File: config.mk
export PLATFORM = sky130hd
export DESIGN_NAME = axa_shared_unit_sequencer
export DESIGN_NICKNAME = d
export VERILOG_FILES = /design/src/rtl/axa_shared_unit_sequencer.sv
export SDC_FILE = /design/constraint.sdc
export NUM_CORES = 1
export LEC_CHECK = 0
export CORE_ASPECT_RATIO = 0.7
export CORE_MARGIN = 2
export CORE_UTILIZATION = 53
export CTS_BUF_LIST = sky130_fd_sc_hd__clkbuf_4
export CTS_CLUSTER_DIAMETER = 80
export CTS_CLUSTER_SIZE = 14
export DETAILED_ROUTE_END_ITERATION = 16
export PLACE_DENSITY = 0.93
export SKIP_LAST_GASP = 1
export SLEW_MARGIN = 40
export SYNTH_ARGS = -nofsm -noshare
export SYNTH_HDL_FRONTEND = slang
export SYNTH_SLANG_ARGS = --single-unit
File: constraint.sdc
create_clock -name input_Clk -period 25.7 [get_ports input_Clk]
set_clock_uncertainty 0.15 [all_clocks]
set_input_delay 5.14 -clock input_Clk [delete_from_list [all_inputs] [get_ports input_Clk]]
set_output_delay 5.14 -clock input_Clk [all_outputs]
set_load 0.02 [all_outputs]
File: src/rtl/axa_shared_unit_sequencer.sv
// Sequences a 2x2 FP32 matrix product C=A*B through one shared multiplier and one shared adder.
// Optional unit-handshake timeout is compiled in with `define AXA_SEQ_TIMEOUT_EN.
module axa_shared_unit_sequencer #(
   parameter int DATA_W         = 32,
   parameter int TIMEOUT_CYCLES = 255
) (
   input  logic              input_Clk,
   input  logic              input_Reset,
   input  logic              input_Start,
   input  logic              input_Stable,
   input  logic [DATA_W-1:0] input_A11,
   input  logic [DATA_W-1:0] input_A12,
   input  logic [DATA_W-1:0] input_A21,
   input  logic [DATA_W-1:0] input_A22,
   input  logic [DATA_W-1:0] input_B11,
   input  logic [DATA_W-1:0] input_B12,
   input  logic [DATA_W-1:0] input_B21,
   input  logic [DATA_W-1:0] input_B22,
   output logic              output_AB_Ack,
   output logic [DATA_W-1:0] output_C11,
   output logic [DATA_W-1:0] output_C12,
   output logic [DATA_W-1:0] output_C21,
   output logic [DATA_W-1:0] output_C22,
   output logic              output_Stable,
   input  logic              input_C_Ack,
   output logic [DATA_W-1:0] output_Mul_A,
   output logic [DATA_W-1:0] output_Mul_B,
   output logic              output_Mul_Stb,
   input  logic              input_Mul_In_Ack,
   input  logic [DATA_W-1:0] input_Mul_Z,
   input  logic              input_Mul_Z_Stb,
   output logic              output_Mul_Z_Ack,
   output logic [DATA_W-1:0] output_Add_N1,
   output logic [DATA_W-1:0] output_Add_N2,
   output logic              output_Add_Load,
   input  logic [DATA_W-1:0] input_Add_Result,
   input  logic              input_Add_Ready,
   output logic              output_Add_Ack,
   output logic              output_Error
);

   typedef enum logic [2:0] {
      S_IDLE,
      S_CAPTURE,
      S_MUL_ISSUE,
      S_MUL_WAIT,
      S_ADD_ISSUE,
      S_ADD_WAIT,
      S_DONE
   } state_t;

   state_t state_q, state_d;

   logic [2:0]        k_q;
   logic [1:0]        j_q;
   logic [DATA_W-1:0] a_q [4];
   logic [DATA_W-1:0] b_q [4];
   logic [DATA_W-1:0] p_q [8];
   logic [DATA_W-1:0] c_q [4];
   logic              ab_ack_q;

   logic capture;
   logic mul_take;
   logic add_take;

`ifdef AXA_SEQ_TIMEOUT_EN
   localparam int TMR_W = ($clog2(TIMEOUT_CYCLES + 1) > 8) ? $clog2(TIMEOUT_CYCLES + 1) : 8;
   localparam logic [TMR_W-1:0] TMR_LAST = TMR_W'(TIMEOUT_CYCLES - 1);
   localparam logic [TMR_W-1:0] TMR_MAX  = '1;

   logic [TMR_W-1:0] tmr_q;
   logic             error_q;
   logic             timeout;
`endif

   // NOTE: sequential state uses non-blocking assignments so every flop samples pre-edge values.
   always_ff @(posedge input_Clk or posedge input_Reset) begin
      if (input_Reset) state_q <= S_IDLE;
      else             state_q <= state_d;
   end

   // NOTE: every signal written here gets a default first, so no path leaves one unassigned (no latch).
   always_comb begin
      state_d          = state_q;
      capture          = 1'b0;
      mul_take         = 1'b0;
      add_take         = 1'b0;
      output_Mul_Stb   = 1'b0;
      output_Mul_Z_Ack = 1'b0;
      output_Add_Load  = 1'b0;
      output_Add_Ack   = 1'b0;
`ifdef AXA_SEQ_TIMEOUT_EN
      timeout          = 1'b0;
`endif

      case (state_q)
         S_IDLE: begin
            if (input_Start) state_d = S_CAPTURE;
         end
         S_CAPTURE: begin
            if (input_Stable) begin
               capture = 1'b1;
               state_d = S_MUL_ISSUE;
            end
         end
         S_MUL_ISSUE: begin
            output_Mul_Stb = 1'b1;
            if (input_Mul_In_Ack) state_d = S_MUL_WAIT;
         end
         S_MUL_WAIT: begin
            if (input_Mul_Z_Stb) begin
               output_Mul_Z_Ack = 1'b1;
               mul_take         = 1'b1;
               state_d          = (k_q == 3'd7) ? S_ADD_ISSUE : S_MUL_ISSUE;
            end
         end
         S_ADD_ISSUE: begin
            output_Add_Load = 1'b1;
            state_d         = S_ADD_WAIT;
         end
         S_ADD_WAIT: begin
            if (input_Add_Ready) begin
               output_Add_Ack = 1'b1;
               add_take       = 1'b1;
               state_d        = (j_q == 2'd3) ? S_DONE : S_ADD_ISSUE;
            end
         end
         S_DONE: begin
            if (input_C_Ack) state_d = S_IDLE;
         end
         default: state_d = S_IDLE;
      endcase

`ifdef AXA_SEQ_TIMEOUT_EN
      // A handshake completing on the last allowed cycle wins over the timeout.
      if ((state_q inside {S_MUL_ISSUE, S_MUL_WAIT, S_ADD_WAIT}) &&
          (state_d == state_q) && (tmr_q == TMR_LAST)) begin
         timeout = 1'b1;
         state_d = S_IDLE;
      end
`endif
   end

   // NOTE: operand, product and result registers are reset too, so an aborted run exposes only zeros.
   always_ff @(posedge input_Clk or posedge input_Reset) begin
      if (input_Reset) begin
         k_q      <= '0;
         j_q      <= '0;
         ab_ack_q <= 1'b0;
         for (int i = 0; i < 4; i++) begin
            a_q[i] <= '0;
            b_q[i] <= '0;
            c_q[i] <= '0;
         end
         for (int i = 0; i < 8; i++) p_q[i] <= '0;
      end else begin
         ab_ack_q <= capture;
         if (capture) begin
            a_q[0] <= input_A11;
            a_q[1] <= input_A12;
            a_q[2] <= input_A21;
            a_q[3] <= input_A22;
            b_q[0] <= input_B11;
            b_q[1] <= input_B12;
            b_q[2] <= input_B21;
            b_q[3] <= input_B22;
            k_q    <= '0;
            j_q    <= '0;
         end
         if (mul_take) begin
            p_q[k_q] <= input_Mul_Z;
            k_q      <= k_q + 3'd1;
         end
         if (add_take) begin
            c_q[j_q] <= input_Add_Result;
            j_q      <= j_q + 2'd1;
         end
      end
   end

`ifdef AXA_SEQ_TIMEOUT_EN
   always_ff @(posedge input_Clk or posedge input_Reset) begin
      if (input_Reset) begin
         tmr_q   <= '0;
         error_q <= 1'b0;
      end else begin
         if (state_d != state_q)   tmr_q <= '0;
         else if (tmr_q != TMR_MAX) tmr_q <= tmr_q + 1'b1;

         if (timeout)                               error_q <= 1'b1;
         else if (state_q == S_IDLE && input_Start) error_q <= 1'b0;
      end
   end

   assign output_Error = error_q;
`else
   assign output_Error = 1'b0;
`endif

   // Product k: A row = k[2], A col = k[0]; B row = k[0], B col = k[1].
   assign output_Mul_A  = a_q[{k_q[2], k_q[0]}];
   assign output_Mul_B  = b_q[{k_q[0], k_q[1]}];
   assign output_Add_N1 = p_q[{j_q, 1'b0}];
   assign output_Add_N2 = p_q[{j_q, 1'b1}];

   assign output_AB_Ack = ab_ack_q;
   assign output_Stable = (state_q == S_DONE);
   assign output_C11    = c_q[0];
   assign output_C12    = c_q[1];
   assign output_C21    = c_q[2];
   assign output_C22    = c_q[3];

endmodule

Yosys cells after proc, flatten, opt, wreduce, memory -nomap -nowiden
Cells that the tools add are included.
- flip-flop bits (word level): 649
- input port bits: 328
- output and inout port bits: 263
- logic and storage cells: 99
- add/subtract/negate cells: 2
- order comparisons: 8
- eq/ne operators: 14
- multiplexer cells: 39
- bitwise operators: 6
- reductions and logical operators: 6
- operators by type and width (kind ; count):
    $mux W32 ; 10
    $bwmux W256 ; 1
    $bmux W32 S3 ; 2
    $bmux W32 S2 ; 2
    $bwmux W128 ; 1
    $demux W32 S3 ; 1
    $demux W32 S2 ; 1
    $mux W3 ; 9
    $pmux W3 S7 ; 1
    $eq A3 B3 Y1 const B ; 4
    $ge A4 B4 Y1 const B ; 3
    $not A3 Y4 ; 3
    $ne A2 B2 Y1 const B ; 5
    $ge A3 B3 Y1 const B ; 3
    $not A2 Y3 ; 3
    $mux W1 ; 8
    $eq A3 B2 Y1 const B ; 2
    $mux W2 ; 3
    $reduce_and A6 Y1 ; 1
    $lt A4 B1 Y1 const B ; 1
    $reduce_bool A2 Y1 ; 2
    $add A3 B1 Y3 const B ; 1
    $eq A3 B1 Y1 const B ; 1
    $logic_not A3 Y1 ; 1
    5 further kinds ; 6

Depth between registers and ports, before layout
Gate-level depths: netlist of the first run.
- depth in word-level cells: 6
- mapped depth: 7
- mapped depth without buffers: 6

Worst setup path before layout of the first run
No wires, ideal clock.
- kind: input -> output
- start: input input_Add_Ready
- end: output output_Add_Ack
- arrival: 5655 ps
- required time: 20410 ps
- path slack: 14755 ps
- stages: 2
- cells stage by stage: nand2_1 nor3_2
- word-level cells in the longest chain between the ends: 2
- RTL lines (item ; line ; RTL):
    start, declared ; 37 ; input logic input_Add_Ready,
    $mux W1 ; 122 ; if (input_Add_Ready) begin
    $mux W1 ; 96 ; case (state_q)
    end, declared ; 38 ; output logic output_Add_Ack,
Every way passes these cells.

Worst setup path in the final report of the first run
Ends and elaborated chain as after synthesis.

==> results.ini, run 1 <==
[timing]
grt_setup_unrepaired = false
fin_crit_ps = 12270
hold_viol = 0
worst-slew-pin-transition_ps = 814
setup_slack_ps = 13430
timing.setup.tns_ps = 0
slew_viol_final = 0
max_freq_ghz = 0.0815
slew_headroom_pct = 45.7
hold_ws_ps = 356
setup_viol = 0
fin_crit_sh_pct = 47.8

[cts]
root_buffer = clkbuf_4
clkSlewWorstSetupHoldPaths_ps = 140
ctsHtreeMaxLevel = 2
cts_made_buffers = 52
cts_buffer_depth = 3
cts.sinks = 649
post_cts_buffers = 0
ctsResizeCount = 0
cts_tree = built
hold_buffers = 0
worstSkewPairLatency_ps = 830

[setup_path]
cp.arrival_ps = 6980
critPathSlowestCell = clkdlybuf4s50_1
crit_top_cell = clkdlybuf4s50_1
cp_top_family = buffers and inverters
worstSetupEndpointType = primary output
critPathMaxStageDelay_ps = 750
crit_fanout = 8
worstPathRequired_ps = 20410
critPathKind = input port to primary output
path_buf_inv = 2
worst_setup_path_start_kind = input port
crit_chain = clkdlybuf4s50_1, nand2_1, nor3_2, clkdlybuf4s50_1

[logic_synthesis]
netlist_area_um2 = 27300
synth_seq_area_share_pct = 59.4
yosysWarningCount = 0
syn_nets = 1909
synth_seq_cells = 649
syn_area_per_cell_um2 = 17.3
netlist_instances = 1575
synth_cell_type_count = 35

[route]
via_count = 16300
drt_wl_total_mm = 69.9
drcViolationCount = 0
dr.pass1.iters = 4
drt-wirelength-per-cell_um = 24.6
drt_iter0_markers = 967
postRouteAntennaNets = 0
vias_per_cell = 5.76

[job]
drv_cap = 0

[min_path]
worstHoldPathType = flop to flop

[die]
fp.dieH_um = 194
ios = 591
initial_core_util_pct = 53.7
die_x_um = 275
num_rows = 69
die_area_um2 = 53400
core_area_um2 = 50900

[grt]
grt_pass1_vias = 18300
grt_first_pass_wirelength_mm = 108
antenna_found_initial = 14
grt_use_total_pct = 26.7
grt_start_max_net_pins = 110
grt_overflow = 0

[outcome]
outcome = complete, no violations

[final_layout]
drive_above_1_share_pct = 40.4
fillerInstances = 3275
final-seq-area_um2 = 16300
finish.instance_area_um2 = 34300
multi_input_area_um2 = 10600
fin_nets = 2482
area_delta_synth_final_pct = 25.6

[place]
placed_cell_area_um2 = 33800
gp_congestion = 0.895
portBuffers = 589
hpwl_mm = 49.4
dp_slack_ps = 13440

[power_and_ir_drop]
p_leak_uw = 0.0149
fin_total_pwr_uw = 3410
peakVddDrop_uv = 79.8
power_density_nw_per_um2 = 99.4

## layout by cell type, fill, tap and decap left out, drive strengths merged, types with 3 or more instances in the layout
cell / n
ha: 6
a22o: 4
nor2: 7
nand2: 9
diode: 10
clkdlybuf4s50: 589
mux4: 128
buf: 25
mux2: 643
dfrtp: 649
nand2b: 3
clkbuf: 60
inv: 4
nor3: 3
## report_power, final
part           internal [uW]  switching (uW)
logic                    815             576
registers               1380             219
clock network            111             307
total                   2310            1100
## layout make-up
class | instances | area share, %
Sequential cell | 649 | 47.3
Antenna cell | 10 | 0.0729
Multi-Input combinational cell | 823 | 30.7
Timing Repair Buffer | 618 | 18.0
Clock buffer | 56 | 1.22
Inverter | 4 | 0.0802
Clock inverter | 3 | 0.124
Tap cell | 674 | 2.46
## final timing paths
path,slack (ps),start,depth (start not counted),to
worst min register to register,360,p_q[56]$_DFFE_PP0P_,1,p_q[56]$_DFFE_PP0P_
min in group asynchronous,4620,input_Reset,2,output_C21[19]$_DFFE_PP0P_
worst max register to register,22440,state_q[0]$_DFFE_PP0P_,4,a_q[11]$_DFFE_PP0P_
worst max-delay path,13430,input_Add_Ready,4,output_Add_Ack
worst min-delay path,360,p_q[56]$_DFFE_PP0P_,1,p_q[56]$_DFFE_PP0P_
max in group asynchronous,18420,input_Reset,5,b_q[84]$_DFFE_PP0P_
## worst register-to-register path: cells and delay by family (launching register included)
kind / cells / cell delay [ps]
mux: 1 / 490
buf+inv: 2 / 1450
simple gates: 1 / 320
flops: 1 / 710
## sequential cells by signal, indices dropped and copies added (netlist names)
signal         cells
p_q              256
a_q              128
b_q              128
output_C11        32
output_C12        32
output_C21        32
output_C22        32
k_q                3
state_q            3
j_q                2
output_AB_Ack      1
## synthesized netlist by cell type
master | n | area (um2)
a2111oi_0 | 1 | 8.76
a21oi_1 | 2 | 10.0
a221o_1 | 1 | 10.0
a22o_1 | 4 | 35.0
and2_4 | 1 | 8.76
and4b_1 | 1 | 10.0
buf_1 | 14 | 52.6
buf_2 | 66 | 330
buf_4 | 10 | 75.1
buf_6 | 6 | 67.6
clkbuf_1 | 3 | 11.3
conb_1 | 1 | 3.75
dfrtp_1 | 649 | 16200
ha_1 | 6 | 75.1
inv_1 | 4 | 15.0
mux2_1 | 5 | 56.3
mux2_2 | 638 | 7180
mux2i_1 | 1 | 10.0
mux4_2 | 128 | 2880
nand2_1 | 9 | 33.8
nand2b_1 | 2 | 12.5
nand2b_4 | 1 | 13.8
nand3_1 | 1 | 5.00
nand3_2 | 1 | 10.0
nand3b_2 | 2 | 22.5
nor2_1 | 6 | 22.5
nor2_2 | 1 | 6.26
nor2b_1 | 2 | 12.5
nor3_1 | 1 | 5.00
nor3_2 | 1 | 10.0
nor3_4 | 1 | 16.3
nor3b_4 | 2 | 37.5
nor4bb_1 | 1 | 10.0
o21ai_0 | 2 | 10.0
o2bb2ai_1 | 1 | 8.76
## cell families after synthesis
group / Yosys count / share of synthesized area, %
AND/OR/NAND/NOR: 33 / 0.865
multiplexers: 772 / 37.1
AO/OA/AOI/OAI: 11 / 0.302
flip-flops: 649 / 59.4
other: 1 / 0.0137
buffers and inverters: 103 / 2.02
adder cells (fa/ha/maj): 6 / 0.275
## metal layers
metal / wire, um / GRT usage (%)
met1: 27600 / 33.8
met2: 34700 / 44.0
met3: 4610 / 6.76
met4: 2890 / 10.7
met5: 55 / 0
## through the flow
stage	util [%]	cells
finish	67.5	2837
global route	67.5	2833
CTS	67.4	2827
detailed placement	66.5	2768
global placement	66.4	2768
floorplan	-	1575
No activity file was read; power rests on OpenSTA's default activity.
==> run 2, diff against run 1 <==
--- a/config.mk
+++ b/config.mk
@@ -7,12 +7,12 @@
 export LEC_CHECK = 0
 export CORE_ASPECT_RATIO = 0.7
 export CORE_MARGIN = 2
-export CORE_UTILIZATION = 53
+export CORE_UTILIZATION = 48
 export CTS_BUF_LIST = sky130_fd_sc_hd__clkbuf_4
 export CTS_CLUSTER_DIAMETER = 80
 export CTS_CLUSTER_SIZE = 14
 export DETAILED_ROUTE_END_ITERATION = 16
-export PLACE_DENSITY = 0.93
+export PLACE_DENSITY = 0.89
 export SKIP_LAST_GASP = 1
 export SLEW_MARGIN = 40
 export SYNTH_ARGS = -nofsm -noshare
==> constraint.sdc (replaced) <==
create_clock -name input_Clk -period 10.1 [get_ports input_Clk]
set_clock_uncertainty 0.15 [all_clocks]
set_input_delay 2.02 -clock input_Clk [delete_from_list [all_inputs] [get_ports input_Clk]]
set_output_delay 2.02 -clock input_Clk [all_outputs]
set_load 0.02 [all_outputs]
==> run 2 against run 1 <==
  * Global-route usage down 2.7 points
  * Setup slack worse by 9400 ps
  * Clock-buffer cell count unchanged
  * Worst hold slack better by 7.3 ps
  * Sequential cell count unchanged
  * Core utilization down 6.5 points
  * Wire length down 0.20%
  * Non-clock buffer count down 1
  * Critical path type unchanged
  * Critical endpoint unchanged
==> results.ini, run 2 (same netlist as run 1, synthesis figures left out) <==
[min_path]
worstHoldPathType = flop to flop

[place]
hpwl_mm = 49.1
gp_congestion = 0.853
portBuffers = 589
dp_slack_ps = 4020
placed_cell_area_um2 = 34000

[die]
die_x_um = 289
fp.dieH_um = 204
core_area_um2 = 56500
ios = 591
initial_core_util_pct = 48.3
die_area_um2 = 58900
num_rows = 73

[grt]
grt_pass1_vias = 18100
grt_first_pass_wirelength_mm = 107
grt_start_max_net_pins = 161
antenna_found_initial = 11
grt_overflow = 0
grt_use_total_pct = 24.0

[final_layout]
fin_nets = 2481
drive_above_1_share_pct = 40.5
largest_reg_flops = 256
finish.instance_area_um2 = 34500
top_register = p_q
final_common_cell = dfrtp_1
final_cell_mix = dfrtp_1, mux2_2, clkdlybuf4s50_1
area_delta_synth_final_pct = 26.3
largestRegisters = p_q (256), a_q (128), b_q (128)

[cts]
ctsHtreeMaxLevel = 2
cts.sinks = 649
cts_tree = built
post_cts_buffers = 0
worstSkewPairLatency_ps = 810
ctsResizeCount = 0
root_buffer = clkbuf_4
clkSlewWorstSetupHoldPaths_ps = 130
cts_made_buffers = 52
cts_buffer_depth = 3
hold_buffers = 0

[setup_path]
crit_chain = clkdlybuf4s50_1, nand2_1, nor3_2, clkdlybuf4s50_1
crit_fanout = 8
crit_top_cell = clkdlybuf4s50_1
worstSetupEndpointType = primary output
worst_setup_path_start_kind = input port
worstPathRequired_ps = 7930
cp.arrival_ps = 3910
critPathMaxStageDelay_ps = 740
critPathSlowestCell = clkdlybuf4s50_1
critPathKind = input port to primary output

[timing]
slew_viol_final = 0
setup_slack_ps = 4020
max_freq_ghz = 0.165
hold_viol = 0
grt_setup_unrepaired = false
setup_viol = 0
worst-slew-pin-transition_ps = 838
fin_crit_sh_pct = 60.2
fin_crit_ps = 6080
slew_headroom_pct = 44.0

[power_and_ir_drop]
power_density_nw_per_um2 = 252
p_leak_uw = 0.0150
peakVddDrop_uv = 157

[job]
drv_cap = 0

[route]
via_count = 16200
drt-wirelength-per-cell_um = 24.0
postRouteAntennaNets = 0
drt_wl_total_mm = 69.8
drt_iter0_markers = 679
dr.pass1.iters = 4
drcViolationCount = 0
vias_per_cell = 5.56

[outcome]
outcome = complete, no violations

==> run 2: cell count changes in the layout (fill, tap and decap cells not counted) <==
| cell | delta |
|---|---|
| diode_2 | -4 |
| nand2_4 | +1 |
| buf_4 | -5 |
| clkinvlp_4 | +1 |
| buf_16 | +4 |
| nand2_2 | +1 |
| clkbuf_8 | -4 |
| clkinv_8 | -1 |
| buf_12 | +4 |
| nand2_1 | -2 |
==> run 2: power breakdown <==
part	switching [uW]	internal (uW)	total (uW)
combinational	1500	2080	3580
sequential	531	3520	4050
clock	784	283	1070
==> run 2: per-stage QoR <==
step / TNS [ps] / hold slack (ps) / utilization (%) / cells / power [uW]
finish: 0 / 363 / 61.0 / 2908 / 8700
global route: 0 / 375 / 61.0 / 2906 / 9150
CTS: 0 / 368 / 60.9 / 2900 / 8770
detailed placement: 0 / 332 / 60.1 / 2841 / 7710
global placement: 0 / 313 / 59.9 / 2839 / 7490
floorplan: -609160 / 303 / - / 1575 / 6250
==> run 2: final timing paths <==
kind,from,end,slack [ps],cells after the start
setup / recovery,input_Add_Ready,output_Add_Ack,4020,4
hold / removal,p_q[99]$_DFFE_PP0P_,p_q[99]$_DFFE_PP0P_,360,1
setup reg to reg,state_q[1]$_DFFE_PP0P_,a_q[113]$_DFFE_PP0P_,6720,5
hold reg to reg,p_q[99]$_DFFE_PP0P_,p_q[99]$_DFFE_PP0P_,360,1
max in group asynchronous,input_Reset,j_q[1]$_DFFE_PP0P_,6470,6
min in group asynchronous,input_Reset,a_q[18]$_DFFE_PP0P_,1490,3
==> run 2: worst max-delay path: cells and delay by family <==
kind	cells	cell delay [ps]
and+or+nand+nor	2	660
buffers and inverters	2	1230
==> run 2: cell type report <==
| type | instances | area (um2) |
|---|---|---|
| tap | 750 | 938 |
| antenna | 6 | 15.0 |
| clock buffer | 56 | 420 |
| timing repair buffer | 617 | 6260 |
| clock inverter | 3 | 42.5 |
| multi-input combinational | 823 | 10600 |
| sequential | 649 | 16300 |
| inverter | 4 | 18.8 |
| fill | 4035 | 22000 |
==> run 2: metal layers <==
layer / track usage (%) / wire, um
met5: 0 / 74
met2: 38.4 / 34000
met1: 30.7 / 27700
met4: 10.9 / 3290
met3: 6.58 / 4750
